--- config.mk ---
export PLATFORM = sky130hd
export DESIGN_NAME = sumador_restador_serie_flat
export DESIGN_NICKNAME = d
export VERILOG_FILES = /design/src/rtl/sumador_pkg.sv /design/src/rtl/sumador_restador_serie_if.sv /design/src/rtl/sumador_completo.sv /design/src/rtl/sumador_restador_serie.sv /design/src/flat_wrapper.sv
export SDC_FILE = /design/constraint.sdc
export NUM_CORES = 1
export LEC_CHECK = 0
export BUFFER_PORTS_ARGS = -buffer_cell sky130_fd_sc_hd__buf_2
export CELL_PAD_IN_SITES_DETAIL_PLACEMENT = 1
export CELL_PAD_IN_SITES_GLOBAL_PLACEMENT = 1
export CORE_UTILIZATION = 35
export DETAILED_ROUTE_END_ITERATION = 6
export PLACE_DENSITY_LB_ADDON = 0.2
export RECOVER_POWER = 50
export SETUP_SLACK_MARGIN = 0.3
export SLEW_MARGIN = 25
export SYNTH_ARGS = -nofsm -noshare
export SYNTH_HDL_FRONTEND = slang
export SYNTH_SLANG_ARGS = --single-unit
--- constraint.sdc ---
create_clock -name clk -period 1.3 [get_ports clk]
set_clock_uncertainty 0.15 [all_clocks]
set_input_delay 0.065 -clock clk [delete_from_list [all_inputs] [get_ports clk]]
set_output_delay 0.065 -clock clk [all_outputs]
set_load 0.005 [all_outputs]
--- src/rtl/sumador_pkg.sv ---
// Shared definitions for the bit-serial adder/subtractor: state encoding and default width.
package sumador_pkg;

   localparam int N_DEF = 4;

   typedef enum logic [1:0] {
      IDLE = 2'b00,
      SUMA = 2'b01,
      FIN  = 2'b10
   } estado_t;

endpackage

--- src/rtl/sumador_restador_serie_if.sv ---
// Operand/result bundle of the serial adder/subtractor; master drives operands, slave returns results.
interface sumador_restador_serie_if #(
   parameter int N = sumador_pkg::N_DEF
);
   logic         inicio;
   logic         resta;
   logic [N-1:0] A;
   logic [N-1:0] B;
   logic         C0;
   logic [N-1:0] Sum;
   logic         C_out;
   logic         V;
   logic         ocupado;
   logic         listo;

   modport master (
      output inicio, resta, A, B, C0,
      input  Sum, C_out, V, ocupado, listo
   );

   modport slave (
      input  inicio, resta, A, B, C0,
      output Sum, C_out, V, ocupado, listo
   );
endinterface

--- src/rtl/sumador_completo.sv ---
// One-bit full adder cell shared by every bit position of the serial datapath.
module sumador_completo (
   input  logic a_i,
   input  logic b_i,
   input  logic ci_i,
   output logic s_o,
   output logic co_o
);
   assign s_o  = a_i ^ b_i ^ ci_i;
   assign co_o = (a_i & b_i) | (a_i & ci_i) | (b_i & ci_i);
endmodule

--- src/rtl/sumador_restador_serie.sv ---
// Bit-serial adder/subtractor: LSB-first through one full-adder cell, N cycles per operation.
module sumador_restador_serie
   import sumador_pkg::*;
#(
   parameter int N  = N_DEF,
   parameter int CW = 3
) (
   input logic                    clk,
   input logic                    reset,
   sumador_restador_serie_if.slave bus
);

   estado_t       estado_q;
   logic [N-1:0]  ra_q, rb_q, sum_q;
   logic          carry_q;
   logic [CW-1:0] cnt_q;
   logic          cout_q, v_q, ocupado_q, listo_q;
   logic          s_d, co_d;

   sumador_completo u_fa (
      .a_i  (ra_q[0]),
      .b_i  (rb_q[0]),
      .ci_i (carry_q),
      .s_o  (s_d),
      .co_o (co_d)
   );

   always_ff @(posedge clk) begin
      if (reset) begin
         estado_q  <= IDLE;
         ra_q      <= '0;
         rb_q      <= '0;
         sum_q     <= '0;
         carry_q   <= 1'b0;
         cnt_q     <= '0;
         cout_q    <= 1'b0;
         v_q       <= 1'b0;
         ocupado_q <= 1'b0;
         listo_q   <= 1'b0;
      end else begin
         case (estado_q)
            IDLE, FIN: begin
               listo_q <= 1'b0;
               if (bus.inicio) begin
                  // Subtraction as A + ~B + 1: invert B and force the initial carry.
                  ra_q      <= bus.A;
                  rb_q      <= bus.B ^ {N{bus.resta}};
                  carry_q   <= bus.resta ? 1'b1 : bus.C0;
                  cnt_q     <= '0;
                  sum_q     <= '0;
                  cout_q    <= 1'b0;
                  v_q       <= 1'b0;
                  ocupado_q <= 1'b1;
                  estado_q  <= SUMA;
               end else begin
                  ocupado_q <= 1'b0;
                  estado_q  <= IDLE;
               end
            end
            SUMA: begin
               ra_q    <= ra_q >> 1;
               rb_q    <= rb_q >> 1;
               sum_q   <= {s_d, sum_q[N-1:1]};
               carry_q <= co_d;
               cnt_q   <= cnt_q + CW'(1);
               if (cnt_q == CW'(N - 1)) begin
                  // carry_q is the carry into the MSB at this point
                  cout_q    <= co_d;
                  v_q       <= carry_q ^ co_d;
                  ocupado_q <= 1'b0;
                  listo_q   <= 1'b1;
                  estado_q  <= FIN;
               end
            end
            default: begin
               ocupado_q <= 1'b0;
               listo_q   <= 1'b0;
               estado_q  <= IDLE;
            end
         endcase
      end
   end

   assign bus.Sum     = sum_q;
   assign bus.C_out   = cout_q;
   assign bus.V       = v_q;
   assign bus.ocupado = ocupado_q;
   assign bus.listo   = listo_q;

endmodule

--- src/flat_wrapper.sv ---
// flat-port wrapper written by rule: the top's interface ports become plain ports
module sumador_restador_serie_flat import sumador_pkg::*;
#(
   parameter int N  = N_DEF,
   parameter int CW = 3
)
  (clk, reset, bus_inicio, bus_resta, bus_A, bus_B, bus_C0, bus_Sum, bus_C_out, bus_V, bus_ocupado, bus_listo);
  sumador_restador_serie_if #(.N(N)) bus_i ();
  input logic clk;
  input logic reset;
  input wire logic [$bits(bus_i.inicio)-1:0] bus_inicio;
  input wire logic [$bits(bus_i.resta)-1:0] bus_resta;
  input wire logic [$bits(bus_i.A)-1:0] bus_A;
  input wire logic [$bits(bus_i.B)-1:0] bus_B;
  input wire logic [$bits(bus_i.C0)-1:0] bus_C0;
  output wire logic [$bits(bus_i.Sum)-1:0] bus_Sum;
  output wire logic [$bits(bus_i.C_out)-1:0] bus_C_out;
  output wire logic [$bits(bus_i.V)-1:0] bus_V;
  output wire logic [$bits(bus_i.ocupado)-1:0] bus_ocupado;
  output wire logic [$bits(bus_i.listo)-1:0] bus_listo;
  assign bus_i.inicio = bus_inicio;
  assign bus_i.resta = bus_resta;
  assign bus_i.A = bus_A;
  assign bus_i.B = bus_B;
  assign bus_i.C0 = bus_C0;
  assign bus_Sum = bus_i.Sum;
  assign bus_C_out = bus_i.C_out;
  assign bus_V = bus_i.V;
  assign bus_ocupado = bus_i.ocupado;
  assign bus_listo = bus_i.listo;
  sumador_restador_serie #(.N(N), .CW(CW)) u_core (.clk(clk), .reset(reset), .bus(bus_i));
endmodule
* Word level (Yosys, flattened, before mapping)
Index checks and enable logic that the tools add are counted.
W data, S select, Z words.
** Storage, ports and cells
- Input port bits :: 13
- Output and inout port bits :: 8
- Logic and storage cells :: 54
- Flip-flop bits (word level) :: 22
** Operators by class
- Reduce and logical (&&, ||, !) cells :: 6
- Mux-type cells :: 22
- Equality and inequality tests :: 5
- Bitwise operators :: 10
- Add/subtract/negate cells :: 1
** Operators by type and width (count)
- $pmux W4 S2 :: 3
- $mux W4 :: 3
- $mux W1 :: 8
- $pmux W1 S2 :: 4
- $pmux W3 S2 :: 1
- $pmux W2 S2 :: 1
- $reduce_or A2 Y1 :: 2
- $xor A4 B4 Y4 :: 1
- $add A3 B1 Y3 const B :: 1
- $and A1 B1 Y1 :: 3
- $eq A3 B2 Y1 const B :: 1
- $mux W3 :: 1
- $reduce_and A3 Y1 :: 1
- $xor A1 B1 Y1 :: 3
- $eq A2 B1 Y1 const B :: 1
- $eq A2 B2 Y1 const B :: 1
- $logic_not A2 Y1 :: 1
- $mux W2 :: 1
- $ne A2 B1 Y1 const B :: 1
- $ne A2 B2 Y1 const B :: 1
- $or A1 B1 Y1 :: 2
- $reduce_and A2 Y1 :: 1
- $reduce_bool A2 Y1 :: 1
- $not A1 Y1 :: 1

* Depth between registers and ports, before layout
- Word-level depth :: 6
- Depth in mapped cells :: 5
- Gate-level depth less buffers :: 5

* Modules after synthesis
A second synthesis with hierarchy kept.
** Unflattened totals
- Cells, all modules :: 111
- Area, all modules :: 1138.6 sq um
** By module, submodules not included
- sumador_restador_serie :: area each 1118.6 sq um, times used 1, seq. area each 440.4 sq um, cells each 110
- sumador_completo :: area each 20.0 sq um, times used 1, seq. area each 0.0 sq um, cells each 1

* Least setup slack after synthesis
No wires, ideal clock.
- Path kind :: reg2reg
- Start point :: register u_core.ra_q[0]
- End point :: register u_core.v_q, in the netlist u_core.bus.V
- Arrival :: 1.160 ns
- Path buffers :: 0
- Library setup time :: 0.068 ns
- Cell stages (with the launch flop) :: 5
- Setup slack :: -0.078 ns
- Path through :: dfxtp_1 -> fa_1 -> xor2_1 -> nand3_2 -> a21oi_2
** Between the ends
- Longest elaborated chain between the ends :: 6
- Elaborated cells between the ends (all ways) :: 7
** RTL lines
- start, declared :: RTL line sumador_restador_serie.sv:14 : logic [N-1:0] ra_q, rb_q, sum_q;
- start signal, assigned :: RTL line sumador_restador_serie.sv:46 : ra_q <= bus.A;
- start signal, assigned :: RTL line sumador_restador_serie.sv:61 : ra_q <= ra_q >> 1;
- $and A1 B1 Y1 :: RTL line sumador_completo.sv:10 : assign co_o = (a_i & b_i) | (a_i & ci_i) | (b_i & ci_i);
- $or A1 B1 Y1 (*) (2 in series) :: RTL line sumador_completo.sv:10
- $xor A1 B1 Y1 (*) :: RTL line sumador_restador_serie.sv:69 : v_q <= carry_q ^ co_d;
- $mux W1 (*) :: RTL line sumador_restador_serie.sv:66 : if (cnt_q == CW'(N - 1)) begin
- $pmux W1 S2 (*) :: RTL line sumador_restador_serie.sv:41 : case (estado_q)
- end signal, assigned :: RTL line sumador_restador_serie.sv:69
- end, declared :: RTL line sumador_restador_serie.sv:17 : logic cout_q, v_q, ocupado_q, listo_q;
Every way passes the cells marked *; elsewhere a longest branch is shown, timed or not. The select of a mux whose other input is x is not followed.
A chain may end at the register's enable or synchronous reset.

* Worst setup path in the final report
Same ends and word-level chain as after synthesis.

==> results.json <==
{
  "cts_root_buf": "clkbuf_4",
  "drive_gt1_frac": 0.6519,
  "worstSkewPairLatency_ns": 0.32,
  "synth_seq_area_share": 0.4439,
  "mostFrequentLayoutCell": "buf_2",
  "whs_ns": -0.03230,
  "synth_enable_flop_cells": 0,
  "peakVddDrop_mv": 0.7474,
  "rsz0062_at_grt": "yes",
  "antennaDiodeCount": 0,
  "yosys_warnings": 0,
  "slew_headroom": 0.6919,
  "clk_path_buf_depth": 2,
  "die_w_um": 55.25,
  "tritoncts": "built",
  "syn_inst": 108,
  "final_cell_mix": "20 x buf_2, 15 x a21oi_1, 15 x buf_4",
  "worstPathMaxFanout": 2,
  "cpMaxStageDelayCell": "fa_2",
  "max_stage_delay_ns": 0.43,
  "crit_buf_inv": 0,
  "antenna_left": 0,
  "drt_wl_total_mm": 3.675,
  "drt_iter0_drc": 22,
  "hp-class": "input port to register",
  "antenna_found_initial": 0,
  "pin_count": 21,
  "numPlacedInstances": 152,
  "grt_usage": 0.2443,
  "htreeDepth": 1,
  "cp.arrival_ns": 1.50,
  "netlist_area_um2": 992.2,
  "drv_cap": 0,
  "ys_types": 28,
  "num-fill-cells": 279,
  "crit_family": "adder cells",
  "fin_nets": 175,
  "grt_first_pass_wirelength_mm": 5.568,
  "total_power_w": 0.001456,
  "dr_wl_met3_um": 159,
  "cp.required_ns": 1.41,
  "num_vias": 1044,
  "period_share": 1.072,
  "period_needed_ns": 1.393,
  "place_congestion": 0.7144,
  "grt_max_degree": 23,
  "cts.clk_slew.worst_paths_ns": 0.13,
  "start_util": 0.3865,
  "wl_met1_mm": 1.468,
  "rows": 18,
  "hpwlAfterDp_mm": 1.519,
  "drt-wirelength-per-cell_um": 19.55,
  "fin_cells": 188,
  "top_layer_used": "met4",
  "tightestPinTransition_ns": 0.4622,
  "wl_met2_mm": 1.956,
  "dr.pass1.iters": 4,
  "setup_violations": 4,
  "routed_via_density": 5.553,
  "synth-async-reset-ratio": 0,
  "postSynthAreaPerCell_um2": 9.187,
  "fin_ws_ns": -0.09313,
  "post-place-ws_ns": -0.01797,
  "cp_cell_sequence": "fa_2 -> xor2_2 -> nand3_2 -> a21oi_2",
  "finalHoldViolations": 2,
  "clock.fmax_ghz": 0.7178,
  "r2r_slack_ns": -0.09,
  "outcome": "finished, violations left",
  "critPathKind": "register to register",
  "grt_overflow": 0,
  "cp-start-kind": "register",
  "power_density_mw_per_mm2": 876.9,
  "die_area_mm2": 0.003052,
  "syn-num-nets": 124,
  "numCtsBuffers": 3,
  "yosys_most_used_dff": "dfxtp_1",
  "ys_ff_latch": 22,
  "die_y_um": 55.25,
  "grt_pass1_vias": 1068,
  "route.detailed.drc": 0,
  "end_kind": "register",
  "cts_sinks": 22,
  "portBuffers": 20,
  "violations": "negative hold slack, negative setup slack",
  "syn2layout_area_growth_pct": 67.34,
  "maxSlewViolCount": 0,
  "coreArea_mm2": 0.002567,
  "leakage_nw": 0.6783
}
worst min-delay path, cell delays in order:
cell and delay (ns):
buf_2 0.08, xor2_1 0.07, a22oi_2 0.11, a21oi_1 0.07
cell usage after synthesis (all sizes together) (2+ instances only):
master  count  area, um^2
xor2        5       43.79
a22oi       6       45.04
buf         8       70.07
nor2        2       7.510
nand3      20       110.1
ha          2       25.02
nand3b      2       18.77
dfxtp      22       440.4
clkbuf      2       7.510
nand2b      4       27.53
nand2       8       30.03
a21oi      18       97.60
metal layers:
layer / track usage / vias up
met3: 0.05386 / 13
met5: 0 / -
met2: 0.4234 / 34
li1: - / 485
met1: 0.2886 / 512
met4: 0.1036 / 0
repair_timing:
action                     4_1_cts  5_1_grt
resized for setup               23       12
setup endpoints to repair       27       30
buffers inserted                13        6
hold buffers                     6        1
hold endpoints to repair         9        3
pin swaps                        7        8
gates cloned                     5        1
final timing paths:
kind,startpoint,to,cells after the start
worst max-delay path,u_core.ra_q[0]$_SDFFE_PP0P_,u_core.bus.V$_SDFFE_PP0P_,4
worst min-delay path,bus_B[0],u_core.rb_q[0]$_SDFFE_PP0P_,4
worst max register to register,u_core.ra_q[0]$_SDFFE_PP0P_,u_core.bus.V$_SDFFE_PP0P_,4
worst min register to register,u_core.rb_q[2]$_SDFFE_PP0P_,u_core.rb_q[2]$_SDFFE_PP0P_,2
cell families after synthesis:
| kind of cell | share of synthesized area |
|---|---|
| AOI/OAI and AO/OA | 0.1627 |
| DFF | 0.4439 |
| and+or+nand+nor | 0.2220 |
| xor gates and xnor gates | 0.04413 |
| adders and majority gates | 0.04539 |
| buffers and inverters | 0.08197 |
report_power, final:
group | internal (W) | total (W) | switching [W]
clock | 0.000120 | 0.000334 | 0.000214
combinational | 0.000196 | 0.000384 | 0.000188
sequential | 0.000708 | 0.000737 | 0.0000298
flip-flops by register name (all words and copies together), names as in the netlist:
| name | cells |
|---|---|
| u_core.bus.C_out | 1 |
| u_core.bus.Sum | 4 |
| u_core.bus.V | 1 |
| u_core.bus.listo | 1 |
| u_core.bus.ocupado | 1 |
| u_core.carry_q | 1 |
| u_core.cnt_q | 3 |
| u_core.estado_q | 2 |
| u_core.ra_q | 4 |
| u_core.rb_q | 4 |
stage by stage:
stage | area, um^2 | TNS (ns) | utilization
4_1_cts | 1541 | -0.01826 | 0.6004
3_3_place_gp | 1220 | 0 | 0.4751
6_report | 1660 | -0.1687 | 0.6467
2_1_floorplan | 1132 | 0 | -
3_5_place_dp | 1220 | -0.01797 | 0.4751
5_1_grt | 1660 | -0.3998 | 0.6467
area by class of cell:
class                           count  area, um^2  area share
Multi-Input combinational cell     79       695.7      0.4190
Sequential cell                    22       462.9      0.2788
Timing Repair Buffer               52       434.2      0.2615
Tap cell                           30       37.54     0.02261
Clock buffer                        4       26.28     0.01583
Inverter                            1       3.754    0.002261
No activity file was read; power rests on OpenSTA's default activity.
